## src/rtl/aes_pkg.sv

```systemverilog
// Shared constants for the block-cipher datapath front end.
// Latency: n/a (package only).
// Backpressure: n/a (package only).
package aes_pkg;

    localparam int WORD_W   = 32;
    localparam int BYTE_W   = 8;

    // Legal block sizes for plaintext/ciphertext/key blocks.
    localparam int SIZE_128 = 128;
    localparam int SIZE_192 = 192;
    localparam int SIZE_256 = 256;

    // Number of 32-bit column words that make up one block.
    function automatic int words_per_block(input int size);
        return size / WORD_W;
    endfunction

endpackage

```

## src/rtl/word_stream_packer.sv

```systemverilog
// Purpose: packs a 32-bit word stream into one SIZE-bit block, word k at [32*k +: 32].
// Latency: block presented on the edge that accepts its final word; one word per clock sustained.
// Backpressure: one block held on the output plus one in the accumulator; in_ready drops when both are occupied.
//
// Ports:
//   clk, rst                       clock, asynchronous active-high reset
//   in_valid/in_ready/in_word      word input stream
//   in_last                        end-of-block marker (only meaningful before the final column)
//   flush                          synchronous discard of a partial block
//   out_valid/out_ready/out_block  registered block output stream
//   err_short                      one-cycle pulse when in_last ends a block early
module word_stream_packer
    import aes_pkg::*;
#(
    parameter int SIZE = 128
) (
    input  logic            clk,
    input  logic            rst,
    input  logic            in_valid,
    output logic            in_ready,
    input  logic [31:0]     in_word,
    input  logic            in_last,
    input  logic            flush,
    output logic            out_valid,
    input  logic            out_ready,
    output logic [SIZE-1:0] out_block,
    output logic            err_short
);

    localparam int COL_NUM = words_per_block(SIZE);
    localparam int CNT_W   = $clog2(COL_NUM) + 1;
    localparam logic [CNT_W-1:0] LAST_IDX = CNT_W'(COL_NUM - 1);

    logic [CNT_W-1:0] r_count;
    logic [SIZE-1:0]  r_acc;
    logic             r_acc_full;
    logic             r_out_valid;
    logic [SIZE-1:0]  r_out_block;
    logic             r_err_short;

    logic             w_in_ready;
    logic             w_accept;
    logic             w_out_free;
    logic             w_drain;
    logic             w_complete;
    logic             w_short;
    logic [SIZE-1:0]  w_acc_ins;

    // The output slot is free for a new block if it is empty or being consumed now.
    assign w_out_free = !r_out_valid || out_ready;

    // A held complete block moves to the output as soon as the current one is taken.
    assign w_drain    = r_acc_full && r_out_valid && out_ready;

    assign w_in_ready = !flush && (!r_acc_full || !r_out_valid || out_ready);
    assign w_accept   = in_valid && w_in_ready;
    assign w_complete = w_accept && (r_count == LAST_IDX);
    assign w_short    = w_accept && in_last && (r_count != LAST_IDX);

    // Accumulator with the current word inserted; on a drain the accumulator is
    // emptied in the same cycle, so the new word lands in a cleared block.
    always_comb begin
        w_acc_ins = w_drain ? '0 : r_acc;
        w_acc_ins[WORD_W*r_count +: WORD_W] = in_word;
    end

    always_ff @(posedge clk or posedge rst) begin
        if (rst) begin
            r_count     <= '0;
            r_acc       <= '0;
            r_acc_full  <= 1'b0;
            r_out_valid <= 1'b0;
            r_out_block <= '0;
            r_err_short <= 1'b0;
        end else begin
            r_err_short <= w_short;

            // Word counter: restarts on flush, short frame or completion.
            if (flush || w_short || w_complete) begin
                r_count <= '0;
            end else if (w_accept) begin
                r_count <= r_count + 1'b1;
            end

            // Output register. Drain and completion cannot coincide: a drain
            // only happens with the counter at column 0.
            if (w_drain) begin
                r_out_block <= r_acc;
                r_out_valid <= 1'b1;
            end else if (w_complete && w_out_free) begin
                r_out_block <= w_acc_ins;
                r_out_valid <= 1'b1;
            end else if (r_out_valid && out_ready) begin
                r_out_valid <= 1'b0;
            end

            if (w_drain) begin
                r_acc_full <= 1'b0;
            end

            // Accumulator. A complete block parks here only when the output is busy.
            if (w_complete && !w_out_free) begin
                r_acc      <= w_acc_ins;
                r_acc_full <= 1'b1;
            end else if (w_complete || w_short) begin
                r_acc <= '0;
            end else if (w_accept) begin
                r_acc <= w_acc_ins;
            end else if (flush && !r_acc_full) begin
                r_acc <= '0;
            end else if (w_drain) begin
                r_acc <= '0;
            end
        end
    end

    assign in_ready  = w_in_ready;
    assign out_valid = r_out_valid;
    assign out_block = r_out_block;
    assign err_short = r_err_short;

endmodule

```

## config.mk

```make
export PLATFORM = sky130hd
export DESIGN_NAME = word_stream_packer
export DESIGN_NICKNAME = d
export VERILOG_FILES = /design/src/rtl/aes_pkg.sv /design/src/rtl/word_stream_packer.sv
export SDC_FILE = /design/constraint.sdc
export NUM_CORES = 1
export LEC_CHECK = 0
export CAP_MARGIN = 0
export CORE_MARGIN = 3
export CORE_UTILIZATION = 51
export CTS_BUF_LIST = sky130_fd_sc_hd__clkbuf_4
export DETAILED_ROUTE_END_ITERATION = 10
export GPL_TIMING_DRIVEN = 0
export PLACE_DENSITY_LB_ADDON = 0.1
export SETUP_SLACK_MARGIN = 0.2
export SYNTH_ARGS = -nofsm -noshare
export SYNTH_HDL_FRONTEND = slang
export SYNTH_SLANG_ARGS = --single-unit
```

## constraint.sdc

```tcl
create_clock -name clk -period 8.9 [get_ports clk]
set_input_delay 1.335 -clock clk [delete_from_list [all_inputs] [get_ports clk]]
set_output_delay 1.335 -clock clk [all_outputs]
set_load 0.1 [all_outputs]
```

==> impl_metrics.ini <==
[cts]
cts-root-buf = clkbuf_4
htreeDepth = 3
cts_resized = 0
tritoncts = done
clk_pin_slew_ns = 0.06
cts.hold.buffers_added = 0
numCtsBuffers = 69
clkSinkCount = 262
post_cts_buffers = 0
clk_path_buf_depth = 3
insertion_delay_ns = 0.68

[layout]
final_area_mm2 = 0.01395
final_cell_count_no_fill = 1605
layout.nets = 1329
multi_input_area_mm2 = 0.004285
drive_gt1_share_pct = 12.04
synthToLayoutAreaGrowth_pct = 22.85
nFillCells = 1822
regArea_mm2 = 0.006556

[timing]
tns_ns = 0
slew_violations = 0
relSlewSlack_pct = 30.99
fin_skew_ns = 0.03849
hold_viol_final = 0
fmax_mhz = 206.4
period_needed_ns = 4.846
fin_crit_sh_pct = 54.45
tightest_slew_ns = 1.032
final-setup-viol-count = 0
rsz0062_at_grt = false

[global_route]
grt_max_degree = 123
grt.total_usage_pct = 26.89
grt_pass1_vias = 9301
grt_overflow = 0
antenna_found_initial = 1
grt_pass1_wl_um = 51290

[routing]
first_iter_violations = 724
num_vias = 9182
ant_nets = 0
route.met3.wl_um = 2088
vias_per_cell = 5.721
top_layer_used = met4
wl_per_cell_um = 20.23
wl_met1_um = 14400
firstDrtPassIters = 5
wirelength_um = 32460
drc = 0
wl_met2_um = 15250

[placement]
gp_congestion = 0.8304
place_hpwl_um = 21730
dp_cells = 1491
portBuffers = 136
dpl_cell_area_mm2 = 0.01313

[power_and_ir_drop]
leakage_nw = 6.489
pwr-share-seq_pct = 46.6
pwr-share-comb_pct = 15.0
p_per_area_mw_per_mm2 = 191.1
p_sw_w = 0.0008225
pwr-share-clk_pct = 38.4
ir_worst_vdd_uv = 97.26
intPower_w = 0.001845
swShare_pct = 30.84

[hold_path]
min_from = r_acc[90]
min_to = r_acc[90]
hold_class = reg -> reg
hold_path_depth = 1

[synth]
yosysWarnings = 0
yosysTopAreaCell = dfrtp_1
synth.yosys.seq_area_share_pct = 57.72
synth.top_cells.by_area = dfrtp_1 (58%), mux2i_1 (11%), a21oi_1 (8.7%)
synth-seq-cells = 262
synth_fp_nets = 1120
synth_cell_type_count = 33
syn_area_per_cell_um2 = 10.54
syn_inst = 1078
netlist_area_mm2 = 0.01136
synth_top_area_share_pct = 57.72

[floorplan]
start_util_pct = 53.03
die_height_um = 155.2
dieArea_mm2 = 0.02410
die_w_um = 155.2
core-area_mm2 = 0.02142
row_count = 53
ioPinCount = 169

[outcome]
status = complete, no violations

[setup_path]
critical_path_class = in -> out
critPathRequiredTime_ns = 7.57
worstSetupStartpointType = primary input
crit_arrival_ns = 3.51
cp_max_fo = 9
timing.rr.end = r_acc[81]
end_kind = output pin
r2r_start = r_count[0]
worst-r2r-cell-count = 10
r2r_setup_slack_ns = 5.90

[flow_run]
maxCapViolCount = 0
flip-flops by register name, summed over array words and instances, names as in the netlist:
signal,count
r_acc,128
out_block,128
err_short,1
r_count,3
r_acc_full,1
out_valid,1
cell usage in the layout, fill, tap and decap left out, drive strengths merged, types with 5 or more instances in the layout:
| cell type | count |
|---|---|
| o21ai | 65 |
| buf | 50 |
| inv | 7 |
| clkinv | 11 |
| nor2 | 134 |
| clkdlybuf4s50 | 136 |
| nand2 | 68 |
| dfrtp | 262 |
| a22o | 65 |
| mux2i | 128 |
| nor2b | 5 |
| a21oi | 197 |
| clkbuf | 165 |
logic make-up (layout without fill, tap and decap cells):
logic type      Yosys count  in the layout  synth area share (%)
other cells               0              1                     0
flops                   262            262                 57.72
fa+ha+maj                 4              4                0.4406
compound gates          333            333                 17.29
simple gates            232            232                 8.713
buf+inv                 119            370                 4.549
mux                     128            128                 11.28
cell usage after synthesis, drive strengths merged:
cell / count
clkbuf: 67
a21oi: 197
buf: 48
mux2i: 128
dfrtp: 262
nand4b: 1
and3: 4
nor2: 134
nand3: 3
nor4: 1
nand3b: 3
nor3b: 1
nand2b: 4
o31ai: 2
a31oi: 1
inv: 4
o221ai: 2
nor3: 4
nand2: 68
nor2b: 5
o221a: 1
nand4bb: 1
a22o: 65
nand4: 1
o21ai: 65
and3b: 2
ha: 4
how the worst max path moves through the flow:
stage | startpoint | endpoint | slack (ns) | depth (start not counted)
6_report | out_ready | in_ready | 4.05 | 4
5_1_grt | out_ready | in_ready | 3.99 | 4
4_1_cts | out_ready | in_ready | 4.05 | 4
3_5_place_dp | out_ready | in_ready | 4.05 | 4
3_3_place_gp | rst | r_acc[26] | -3.08 | 2
2_1_floorplan | rst | err_short | 0.35 | 1
power groups by stage:
| stage | Sequential (W) | Combinational [W] | Clock (W) |
|---|---|---|---|
| finish | 0.00124 | 0.000401 | 0.00102 |
| global route | 0.00125 | 0.000420 | 0.00111 |
| CTS | 0.00124 | 0.000403 | 0.00104 |
| detailed placement | 0.00126 | 0.000401 | 0 |
| global placement | 0.00126 | 0.000395 | 0 |
| floorplan | 0.00144 | 0.000114 | 0 |
per-stage QoR:
step | util (%) | hold WS (ns) | power [W] | setup WS, ns
after CTS | 65.13 | 0.5083 | 0.002685 | 4.045
after global placement | 60.99 | 0.4870 | 0.001660 | -3.077
final | 65.14 | 0.5037 | 0.002667 | 4.054
after floorplan | - | 0.4722 | 0.001556 | 0.3531
after global routing | 65.14 | 0.5199 | 0.002776 | 3.985
after detailed placement | 61.28 | 0.4908 | 0.001666 | 4.048
routing by layer:
metal,vias up,global-route usage [%]
li1,4195,-
met1,4603,37.99
met2,329,42.08
met3,55,5.341
met4,0,9.087
met5,-,0
layout make-up:
class / instances / share of cell area (%)
tap: 275 / 2.466
multi-input combinational: 697 / 30.71
clock buffer: 98 / 5.273
buffer: 115 / 3.596
timing repair buffer: 138 / 10.15
sequential: 262 / 46.99
inverter: 4 / 0.1614
antenna: 1 / 0.01793
clock inverter: 15 / 0.6367
critical path, stage by stage:
cell	delay, ns
clkdlybuf4s50_1	0.65
and3b_1	0.28
nor2_1	0.10
clkdlybuf4s50_1	1.14
Power figures use the tool's default switching activity.
